===== src/rtl/fp_addsub_seq_if.sv =====
// Handshake bundle between the FPU op dispatcher (master) and fp_addsub_seq (slave).
// Operand/result words are 1+EXP_W+MAN_W bits wide.
interface fp_addsub_seq_if #(
  parameter int EXP_W = 8,
  parameter int MAN_W = 23
);
  localparam int W = 1 + EXP_W + MAN_W;

  logic         in_valid;
  logic         in_ready;
  logic [W-1:0] op_a;
  logic [W-1:0] op_b;
  logic         sub;
  logic         out_valid;
  logic         out_ready;
  logic [W-1:0] result;
  logic [3:0]   exc;

  modport master (
    output in_valid, op_a, op_b, sub, out_ready,
    input  in_ready, out_valid, result, exc
  );

  modport slave (
    input  in_valid, op_a, op_b, sub, out_ready,
    output in_ready, out_valid, result, exc
  );
endinterface


===== src/rtl/fp_addsub_seq.sv =====
// Multi-cycle IEEE-754 add/subtract, round-to-nearest-even, fixed latency.
// Define FP_ADDSUB_FTZ_EN to flush subnormal inputs and results to signed zero.
//
// state | meaning
// IDLE  | ready for operands, captures A and sign-adjusted B
// ALIGN | special detection, big/small ordering, small operand right shift
// ADD   | integer add or subtract of aligned significands
// NORM  | carry shift or leading-zero shift, subnormal detection
// ROUND | RNE rounding, overflow, flags, special override
// DONE  | result presented until out_ready
module fp_addsub_seq #(
  parameter int EXP_W = 8,
  parameter int MAN_W = 23
) (
  input logic            CLK,
  input logic            RSTn,
  fp_addsub_seq_if.slave bus
);

  localparam int W  = 1 + EXP_W + MAN_W;
  localparam int DW = MAN_W + 4;

  localparam logic [EXP_W-1:0] EMAX = '1;
  localparam logic [W-1:0]     QNAN = {1'b0, {EXP_W{1'b1}}, 1'b1, {(MAN_W-1){1'b0}}};

  typedef enum logic [2:0] {
    S_IDLE, S_ALIGN, S_ADD, S_NORM, S_ROUND, S_DONE
  } state_t;

  state_t            state_q, state_d;
  logic              in_ready_q, in_ready_d;
  logic              out_valid_q, out_valid_d;
  logic [W-1:0]      result_q, result_d;
  logic [3:0]        exc_q, exc_d;
  logic [W-1:0]      a_q, a_d;
  logic [W-1:0]      b_q, b_d;
  logic              sign_q, sign_d;
  logic [EXP_W-1:0]  exp_q, exp_d;
  logic [DW-1:0]     mbig_q, mbig_d;
  logic [DW-1:0]     msml_q, msml_d;
  logic              eff_sub_q, eff_sub_d;
  logic              spec_q, spec_d;
  logic [W-1:0]      spec_res_q, spec_res_d;
  logic [3:0]        spec_exc_q, spec_exc_d;
  logic [DW:0]       sum_q, sum_d;
  logic [DW-1:0]     nman_q, nman_d;
  logic [EXP_W-1:0]  nexp_q, nexp_d;
  logic              zero_q, zero_d;

  function automatic logic [W-1:0] flush_in(input logic [W-1:0] v);
`ifdef FP_ADDSUB_FTZ_EN
    flush_in = (v[W-2:MAN_W] == '0) ? {v[W-1], {(W-1){1'b0}}} : v;
`else
    flush_in = v;
`endif
  endfunction

  // ---------------- ALIGN datapath ----------------
  logic [EXP_W-1:0] ea, eb, e_big, e_sml, e_big_eff, e_sml_eff, d_sh;
  logic [MAN_W-1:0] fa, fb, f_big, f_sml;
  logic             nan_a, nan_b, snan_a, snan_b, inf_a, inf_b, a_big, s_big;
  logic [DW-2:0]    sml_ext, sml_sh;
  logic             sml_lost;
  logic             al_spec;
  logic [W-1:0]     al_spec_res;
  logic [3:0]       al_spec_exc;

  assign ea     = a_q[W-2:MAN_W];
  assign eb     = b_q[W-2:MAN_W];
  assign fa     = a_q[MAN_W-1:0];
  assign fb     = b_q[MAN_W-1:0];
  assign nan_a  = (ea == EMAX) && (fa != '0);
  assign nan_b  = (eb == EMAX) && (fb != '0);
  assign snan_a = nan_a && !fa[MAN_W-1];
  assign snan_b = nan_b && !fb[MAN_W-1];
  assign inf_a  = (ea == EMAX) && (fa == '0);
  assign inf_b  = (eb == EMAX) && (fb == '0);
  assign a_big  = a_q[W-2:0] >= b_q[W-2:0];

  always_comb begin
    e_big = a_big ? ea : eb;
    f_big = a_big ? fa : fb;
    s_big = a_big ? a_q[W-1] : b_q[W-1];
    e_sml = a_big ? eb : ea;
    f_sml = a_big ? fb : fa;
    e_big_eff = (e_big == '0) ? EXP_W'(1) : e_big;
    e_sml_eff = (e_sml == '0) ? EXP_W'(1) : e_sml;
    d_sh      = e_big_eff - e_sml_eff;
    sml_ext   = {(e_sml != '0), f_sml, 2'b00};
    // Shifts wider than the datapath naturally leave only the sticky bit.
    sml_sh    = sml_ext >> d_sh;
    sml_lost  = |(sml_ext & ~({(DW-1){1'b1}} << d_sh));
  end

  always_comb begin
    al_spec     = nan_a | nan_b | inf_a | inf_b;
    al_spec_res = b_q;
    al_spec_exc = 4'b0000;
    if (nan_a || nan_b) begin
      al_spec_res = QNAN;
      al_spec_exc = {snan_a | snan_b, 3'b000};
    end else if (inf_a && inf_b && (a_q[W-1] != b_q[W-1])) begin
      al_spec_res = QNAN;
      al_spec_exc = 4'b1000;
    end else if (inf_a) begin
      al_spec_res = a_q;
    end
  end

  // ---------------- NORM datapath ----------------
  logic [DW-1:0]    n_man0, n_man;
  logic [EXP_W-1:0] n_exp;
  logic [31:0]      lzc, exp_m1, n_sh;
  logic             n_zero;

  always_comb begin
    n_man0 = sum_q[DW-1:0];
    lzc    = 32'(DW);
    for (int i = 0; i < DW; i++) begin
      if (n_man0[i]) lzc = 32'(DW - 1 - i);
    end
    exp_m1 = 32'(exp_q) - 32'd1;
    n_sh   = (lzc < exp_m1) ? lzc : exp_m1;
    n_zero = !sum_q[DW] && (n_man0 == '0);
    if (sum_q[DW]) begin
      n_man = {sum_q[DW:2], sum_q[1] | sum_q[0]};
      n_exp = exp_q + EXP_W'(1);
    end else begin
      n_man = n_man0 << n_sh;
      n_exp = exp_q - n_sh[EXP_W-1:0];
      // Shift clamped at the minimum exponent: subnormal, exp field 0.
      if (!n_man[DW-1]) n_exp = '0;
    end
  end

  // ---------------- ROUND datapath ----------------
  logic [MAN_W:0]   r_mant;
  logic [MAN_W+1:0] r_sum;
  logic [MAN_W-1:0] r_frac;
  logic [EXP_W:0]   r_exp;
  logic             r_g, r_r, r_s, r_up, r_inexact;
  logic [W-1:0]     r_res;
  logic [3:0]       r_exc;

  always_comb begin
    r_mant    = nman_q[DW-1:3];
    r_g       = nman_q[2];
    r_r       = nman_q[1];
    r_s       = nman_q[0];
    r_up      = r_g & (r_r | r_s | nman_q[3]);
    r_inexact = r_g | r_r | r_s;
    r_sum     = {1'b0, r_mant} + {{(MAN_W+1){1'b0}}, r_up};
    r_exp     = {1'b0, nexp_q};
    r_frac    = r_sum[MAN_W-1:0];
    if (r_sum[MAN_W+1]) begin
      r_exp  = r_exp + 1'b1;
      r_frac = '0;
    end else if ((nexp_q == '0) && r_sum[MAN_W]) begin
      r_exp = (EXP_W+1)'(1);
    end

    if (spec_q) begin
      r_res = spec_res_q;
      r_exc = spec_exc_q;
    end else if (zero_q) begin
      r_res = {~eff_sub_q & sign_q, {(W-1){1'b0}}};
      r_exc = 4'b0000;
    end else if (r_exp >= {1'b0, EMAX}) begin
      r_res = {sign_q, EMAX, {MAN_W{1'b0}}};
      r_exc = 4'b0101;
    end
`ifdef FP_ADDSUB_FTZ_EN
    else if (r_exp == '0) begin
      r_res = {sign_q, {(W-1){1'b0}}};
      r_exc = 4'b0011;
    end
`endif
    else begin
      r_res = {sign_q, r_exp[EXP_W-1:0], r_frac};
      r_exc = {2'b00, (r_exp == '0) && r_inexact, r_inexact};
    end
  end

  // ---------------- FSM / next state ----------------
  always_comb begin
    state_d     = state_q;
    out_valid_d = out_valid_q;
    result_d    = result_q;
    exc_d       = exc_q;
    a_d         = a_q;
    b_d         = b_q;
    sign_d      = sign_q;
    exp_d       = exp_q;
    mbig_d      = mbig_q;
    msml_d      = msml_q;
    eff_sub_d   = eff_sub_q;
    spec_d      = spec_q;
    spec_res_d  = spec_res_q;
    spec_exc_d  = spec_exc_q;
    sum_d       = sum_q;
    nman_d      = nman_q;
    nexp_d      = nexp_q;
    zero_d      = zero_q;
    case (state_q)
      S_IDLE: begin
        if (bus.in_valid && in_ready_q) begin
          a_d     = flush_in(bus.op_a);
          b_d     = flush_in(bus.op_b ^ {bus.sub, {(W-1){1'b0}}});
          state_d = S_ALIGN;
        end
      end
      S_ALIGN: begin
        sign_d     = s_big;
        exp_d      = e_big_eff;
        mbig_d     = {(e_big != '0), f_big, 3'b000};
        msml_d     = {sml_sh, sml_lost};
        eff_sub_d  = a_q[W-1] ^ b_q[W-1];
        spec_d     = al_spec;
        spec_res_d = al_spec_res;
        spec_exc_d = al_spec_exc;
        state_d    = S_ADD;
      end
      S_ADD: begin
        sum_d   = eff_sub_q ? ({1'b0, mbig_q} - {1'b0, msml_q})
                            : ({1'b0, mbig_q} + {1'b0, msml_q});
        state_d = S_NORM;
      end
      S_NORM: begin
        nman_d  = n_man;
        nexp_d  = n_exp;
        zero_d  = n_zero;
        state_d = S_ROUND;
      end
      S_ROUND: begin
        result_d    = r_res;
        exc_d       = r_exc;
        out_valid_d = 1'b1;
        state_d     = S_DONE;
      end
      S_DONE: begin
        if (bus.out_ready) begin
          out_valid_d = 1'b0;
          state_d     = S_IDLE;
        end
      end
      default: state_d = S_IDLE;
    endcase
    in_ready_d = (state_d == S_IDLE);
  end

  always_ff @(posedge CLK) begin
    if (!RSTn) begin
      state_q     <= S_IDLE;
      in_ready_q  <= 1'b1;
      out_valid_q <= 1'b0;
      result_q    <= '0;
      exc_q       <= '0;
      a_q         <= '0;
      b_q         <= '0;
      sign_q      <= 1'b0;
      exp_q       <= '0;
      mbig_q      <= '0;
      msml_q      <= '0;
      eff_sub_q   <= 1'b0;
      spec_q      <= 1'b0;
      spec_res_q  <= '0;
      spec_exc_q  <= '0;
      sum_q       <= '0;
      nman_q      <= '0;
      nexp_q      <= '0;
      zero_q      <= 1'b0;
    end else begin
      state_q     <= state_d;
      in_ready_q  <= in_ready_d;
      out_valid_q <= out_valid_d;
      result_q    <= result_d;
      exc_q       <= exc_d;
      a_q         <= a_d;
      b_q         <= b_d;
      sign_q      <= sign_d;
      exp_q       <= exp_d;
      mbig_q      <= mbig_d;
      msml_q      <= msml_d;
      eff_sub_q   <= eff_sub_d;
      spec_q      <= spec_d;
      spec_res_q  <= spec_res_d;
      spec_exc_q  <= spec_exc_d;
      sum_q       <= sum_d;
      nman_q      <= nman_d;
      nexp_q      <= nexp_d;
      zero_q      <= zero_d;
    end
  end

  assign bus.in_ready  = in_ready_q;
  assign bus.out_valid = out_valid_q;
  assign bus.result    = result_q;
  assign bus.exc       = exc_q;

endmodule


===== src/flat_wrapper.sv =====
// flat-port wrapper written by rule: the top's interface ports become plain ports
module fp_addsub_seq_flat 
#(
  parameter int EXP_W = 8,
  parameter int MAN_W = 23
)
  (CLK, RSTn, bus_in_valid, bus_op_a, bus_op_b, bus_sub, bus_out_ready, bus_in_ready, bus_out_valid, bus_result, bus_exc);
  fp_addsub_seq_if #(.EXP_W(EXP_W), .MAN_W(MAN_W)) bus_i ();
  input logic CLK;
  input logic RSTn;
  input wire logic [$bits(bus_i.in_valid)-1:0] bus_in_valid;
  input wire logic [$bits(bus_i.op_a)-1:0] bus_op_a;
  input wire logic [$bits(bus_i.op_b)-1:0] bus_op_b;
  input wire logic [$bits(bus_i.sub)-1:0] bus_sub;
  input wire logic [$bits(bus_i.out_ready)-1:0] bus_out_ready;
  output wire logic [$bits(bus_i.in_ready)-1:0] bus_in_ready;
  output wire logic [$bits(bus_i.out_valid)-1:0] bus_out_valid;
  output wire logic [$bits(bus_i.result)-1:0] bus_result;
  output wire logic [$bits(bus_i.exc)-1:0] bus_exc;
  assign bus_i.in_valid = bus_in_valid;
  assign bus_i.op_a = bus_op_a;
  assign bus_i.op_b = bus_op_b;
  assign bus_i.sub = bus_sub;
  assign bus_i.out_ready = bus_out_ready;
  assign bus_in_ready = bus_i.in_ready;
  assign bus_out_valid = bus_i.out_valid;
  assign bus_result = bus_i.result;
  assign bus_exc = bus_i.exc;
  fp_addsub_seq #(.EXP_W(EXP_W), .MAN_W(MAN_W)) u_core (.CLK(CLK), .RSTn(RSTn), .bus(bus_i));
endmodule

===== config.mk =====
export PLATFORM = sky130hd
export DESIGN_NAME = fp_addsub_seq_flat
export DESIGN_NICKNAME = d
export VERILOG_FILES = /design/src/rtl/fp_addsub_seq_if.sv /design/src/rtl/fp_addsub_seq.sv /design/src/flat_wrapper.sv
export SDC_FILE = /design/constraint.sdc
export NUM_CORES = 1
export LEC_CHECK = 0
export BUFFER_PORTS_ARGS = -buffer_cell sky130_fd_sc_hd__buf_2
export CAP_MARGIN = 20
export CORE_ASPECT_RATIO = 0.8
export CORE_MARGIN = 1.5
export CORE_UTILIZATION = 63
export DETAILED_ROUTE_END_ITERATION = 8
export PLACE_DENSITY = 0.82
export SLEW_MARGIN = 40
export SYNTH_ARGS = -nofsm -noshare
export SYNTH_HDL_FRONTEND = slang
export SYNTH_SLANG_ARGS = --single-unit

===== constraint.sdc =====
create_clock -name CLK -period 7.56 [get_ports CLK]
set_input_delay 1.512 -clock CLK [delete_from_list [all_inputs] [get_ports CLK]]
set_output_delay 1.512 -clock CLK [all_outputs]
set_load 0.005 [all_outputs]

-- Word level (Yosys, flattened, before mapping)
Cells that the tools add are included.
- reductions and logical operators: 33
- equality and inequality tests: 9
- order comparisons: 3
- bitwise logic cells: 16
- multiply operators: 0
- div/mod/pow operators: 0
- shift-type cells: 3
- multiplexer cells: 58
- $add $sub $neg: 8
- operators by type and width (cell ; number):
    $mux 32 ; 6
    $mux 5 ; 16
    $mux 23 ; 3
    $mux 8 ; 7
    $mux 4 ; 12
    $logic_not 23->1 ; 2
    $reduce_bool 23->1 ; 2
    $lt 5x32->1 ; 1
    $shl 27x32->27 ; 1
    $xor 32x32->32 ; 1
    $ge 31x31->1 ; 1
    $mux 31 ; 1
    $add 27x27->28 ; 1
    $mux 28 ; 1
    $sub 27x27->28 ; 1
    $logic_not 27->1 ; 1
    $mux 27 ; 1
    $and 26x26->26 ; 1
    $not 26->26 ; 1
    $reduce_or 26->1 ; 1
    $shl 26x8->26 const A ; 1
    $shr 26x8->26 ; 1
    $add 24x1->25 ; 1
    $logic_not 8->1 ; 3
    29 further kinds ; 63
- bits in registers: 267
- word-level logic and storage cells: 149
- memories kept: 0
- RAM bits: 0
- output and inout port bits: 38
- input port bits: 69
- bits in read-only memories: 0
- latch bits: 0

-- Longest topological paths before layout
- depth in word-level cells: 32
- gate-level depth with buffers: 31
- gate-level depth less buffers: 28

-- Worst setup path after synthesis
Ideal clock, no wire load.
- path kind: flip-flop to flip-flop
- start: reg u_core.b_q[12]
- end: reg u_core.msml_q[0]
- path buffers: 5
- required time: 7428 ps
- data arrival time: 6656 ps
- setup slack: 773 ps
- period minus slack after synthesis: 6787 ps
- cell stages (with the launch flop): 30
- setup time: 132 ps
- cells stage by stage: dfxtp_1 inv_1 ha_1 nand4_1 nor2_1 nand2_1 nor4_1 nor2_1 o211ai_2 buf_2 buf_1 buf_1 clkbuf_1 nor2_1 a211oi_1 ha_1 inv_1 fa_1 a21o_1 a21oi_1 o21bai_1 a211oi_1 o21bai_1 a221oi_2 and3_1 clkbuf_1 a21oi_1 a311o_1 a2111oi_0 a31oi_1
- cells in the longest elaborated chain, start to end: 9
- elaborated cells on any way between the ends: 14
- classes of those cells: 1 x add/sub; 1 x order compare; 1 x shift; 5 x mux; 2 x bitwise; 4 x reduce/logical
- RTL lines (what ; line ; source):
    start: declaration ; fp_addsub_seq.sv:36 ; logic [W-1:0] b_q, b_d;
    start signal: assignment ; fp_addsub_seq.sv:259 ; b_q <= '0;
    start signal: assignment ; fp_addsub_seq.sv:279 ; b_q <= b_d;
    $ge 31x31->1 ; fp_addsub_seq.sv:78 ; assign a_big = a_q[W-2:0] >= b_q[W-2:0];
    $mux 8 (on tied branches) ; fp_addsub_seq.sv:81, fp_addsub_seq.sv:84 ;
    $logic_not 8->1 (on tied branches) ; fp_addsub_seq.sv:86, fp_addsub_seq.sv:87 ;
    $mux 8 (on tied branches) ; fp_addsub_seq.sv:86, fp_addsub_seq.sv:87 ;
    $sub 8x8->8 ; fp_addsub_seq.sv:88 ; d_sh = e_big_eff - e_sml_eff;
    $shl 26x8->26 ; fp_addsub_seq.sv:92 ; sml_lost = |(sml_ext & ~({(DW-1){1'b1}} << d_sh));
    $not 26->26 ; fp_addsub_seq.sv:92 ;
    $and 26x26->26 (*) ; fp_addsub_seq.sv:92 ;
    $reduce_or 26->1 (*) ; fp_addsub_seq.sv:92 ;
    end signal: assignment ; fp_addsub_seq.sv:283 ; msml_q <= msml_d;
    end: declaration ; fp_addsub_seq.sv:40 ; logic [DW-1:0] msml_q, msml_d;
Mark *: on every way between the ends. The rest lies on a longest branch, timed or not.
A chain may end at the register's enable or synchronous reset.

-- Worst setup path after layout
- start: reg u_core.b_q[16]
- end: reg u_core.msml_q[0]
Same word-level chain as after synthesis.

==> qor.csv <==
stage;metric;value;unit
yosys;yosys.area.top_type;dfxtp_1;
drt;via_count;19725;
flow_run;cap_violations;0;
global_route;top_usage_layer;met2;
drt;drt-vias-per-instance;6.86;
layout;drive_gt1_frac;0.103;
yosys;async_reset_ff_frac;0;
sta;slew_violations;0;
floorplanning;die_y;157;µm
yosys;ys_warn_count;0;
global_route;grt_usage;0.437;
critical_path;start_kind;register;
clock_tree;clkTransAtPathRegs;0.07;ns
status;status;finished, final reports clean;
clock_tree;clock_path_buffers;3;
yosys;synth-edff-count;0;
global_route;grt_use_met1;0.614;
floorplanning;initial_core_util;0.638;
clock_tree;cts_hold_buf;0;
clock_tree;h-tree-depth;1;
sta;setup_viol;0;
yosys;synth_area;18700;µm²
sta;period_minus_slack;7.06;ns
floorplanning;dieArea;30700;µm²
sta;timing.final.crit_share;0.934;
sta;skew;0.0381;ns
floorplanning;row_count;56;
global_route;use_met3;0.122;
critical_path;cp.buffers_inverters;4;
clock_tree;cts_tree;done;
drt;wl_per_cell;23.6;µm
floorplanning;fp.dieW;195;µm
floorplanning;io_pins;107;
layout;syn2layout_area_growth;8.62;%
sta;fmax;142;MHz
drt;firstDrtPassIters;7;
sta;fin_ws;0.501;ns
global_route;grt_pass1_wl;104000;µm
critical_path;worstPathRequired;7.99;ns
critical_path;crit_type;register to register;
clock_tree;cts_sinks;264;
yosys;synthCells;2479;
critical_path;r2r_setup_slack;0.50;ns
sta;finalHoldViolCount;0;
critical_path;crit_fanout;16;
yosys;ys_ff_latch;264;
critical_path;cpPeakStageDelay;0.49;ns
global_route;grt_max_degree;97;
placement;numPortBuffers;106;
clock_tree;cts_root_buf;clkbuf_16;
clock_tree;ctsResizeCount;0;
sta;setup_tns;0;ns
placement;gp_congestion;1.07;
global_route;grt_util_met2;0.631;
clock_tree;clock_latency;0.59;ns
yosys;ys_top_cells_by_area;dfxtp_1 (28%), ha_1 (6.8%), a21oi_1 (6.3%);
yosys;synth-seq-area-share;0.283;
clock_tree;post-cts-setup-buffer-count;0;
sta;rsz0062_at_grt;no;
critical_path;cpMostUsedCell;a21oi_1;
drt;drtAntennaViolNets;0;
sta;worstMarginPinSlew;0.799;ns
placement;dp_hpwl;50500;µm
critical_path;cp_top_family;compound AO/OA/AOI/OAI gates;
sta;max-slew-margin-rel;0.453;
clock_tree;numCtsBuffers;28;
yosys;yosys-top-cells-count;nand2_1 (283), nor2_1 (283), dfxtp_1 (264), a21oi_1 (233), o21ai_0 (153);
critical_path;cpMaxStageDelayCell;a2111oi_0;
global_route;overflow;0;
critical_path;end_kind;register;
hold_path;worstHoldPathType;register to register;
layout;nets;2652;
drt;drc;0;
critical_path;crit_arrival;7.49;ns
drt;routed_wirelength;68000;µm
global_route;grt_antenna_before_repair;0;
floorplanning;core_area;29200;µm²
yosys;syn_nets;2653;
drt;drt_iter0_markers;2720;
yosys;syn_avg_cell_area;7.53;µm²
placement;place_ws;0.569;ns
yosys;yosys.cell_types.count;85;
yosys;synth_ff_type;dfxtp_1;
global_route;grt_pass1_vias;17857;
yosys;synth_top_area_frac;0.283;
layout make-up:
cell class	instances	area, µm²
antenna	1	2.50
clock buffer	36	771
clock inverter	15	163
fill	2422	8950
inverter	123	469
multi-input combinational	1914	12300
sequential	264	5290
tap	377	472
timing repair buffer	147	850
path summary, 6_finish.rpt:
path,startpoint,end,cells past startpoint
worst max-delay path,u_core.b_q[16],u_core.msml_q[0],30
worst min-delay path,u_core.bus.exc[1],u_core.bus.exc[1],2
worst min register to register,u_core.bus.exc[1],u_core.bus.exc[1],2
worst max register to register,u_core.b_q[16],u_core.msml_q[0],30
kinds of logic (layout without fill, tap and decap cells):
group | Yosys count | in the layout | synth area share
multiplexers | 136 | 136 | 0.0852
adder cells (fa/ha/maj) | 105 | 105 | 0.0716
buffers and inverters | 302 | 321 | 0.0636
AO/OA/AOI/OAI | 737 | 738 | 0.255
flip-flops | 264 | 264 | 0.283
AND/OR/NAND/NOR | 869 | 869 | 0.211
XOR/XNOR | 65 | 65 | 0.0305
other | 1 | 2 | 0.000201
layout by cell type, fill, tap and decap left out, drive strengths merged, types with 17 or more instances in the layout:
cell,instances
buf,147
nor2,283
a221oi,43
nor3,69
a211oi,76
o211ai,22
a31oi,26
ha,102
mux4,17
a22oi,44
a21o,17
a21oi,234
o21ai,156
nor4,25
mux2i,106
inv,122
nand3,64
xnor2,42
nand2,283
dfxtp,264
nand4,27
nand2b,20
clkbuf,36
xor2,23
tightest hold or removal path: stages (launching register included):
cell	delay, ns
dfxtp_1	0.31
nand2_1	0.05
a21oi_1	0.05
sequential cells by signal (all words and copies together), names as in the netlist, 8 cells and up:
name               count
u_core.msml_q         27
u_core.sum_q          28
u_core.exp_q           8
u_core.nexp_q          8
u_core.b_q            32
u_core.nman_q         27
u_core.mbig_q         24
u_core.bus.result     32
u_core.a_q            32
u_core.spec_res_q     32
routing by layer:
layer	share of wire	wire length [µm]
met3	0.14	9450
met4	0.045	3070
met2	0.40	27400
met1	0.41	28100
met5	0	0
through the flow:
| stage | hold slack (ns) | instance area (µm²) | cells | util |
|---|---|---|---|---|
| floorplan | 0.448 | 18700 | 2479 | - |
| detailed placement | 0.449 | 19300 | 2824 | 0.661 |
| CTS | 0.457 | 20200 | 2875 | 0.692 |
| finish | 0.458 | 20300 | 2877 | 0.694 |
| global route | 0.486 | 20300 | 2876 | 0.693 |
| global placement | 0.439 | 19300 | 2823 | 0.660 |
Power is left out: the tool's default activity adds up to more than one toggle a clock period on the data nets, which glitch-free logic cannot reach.
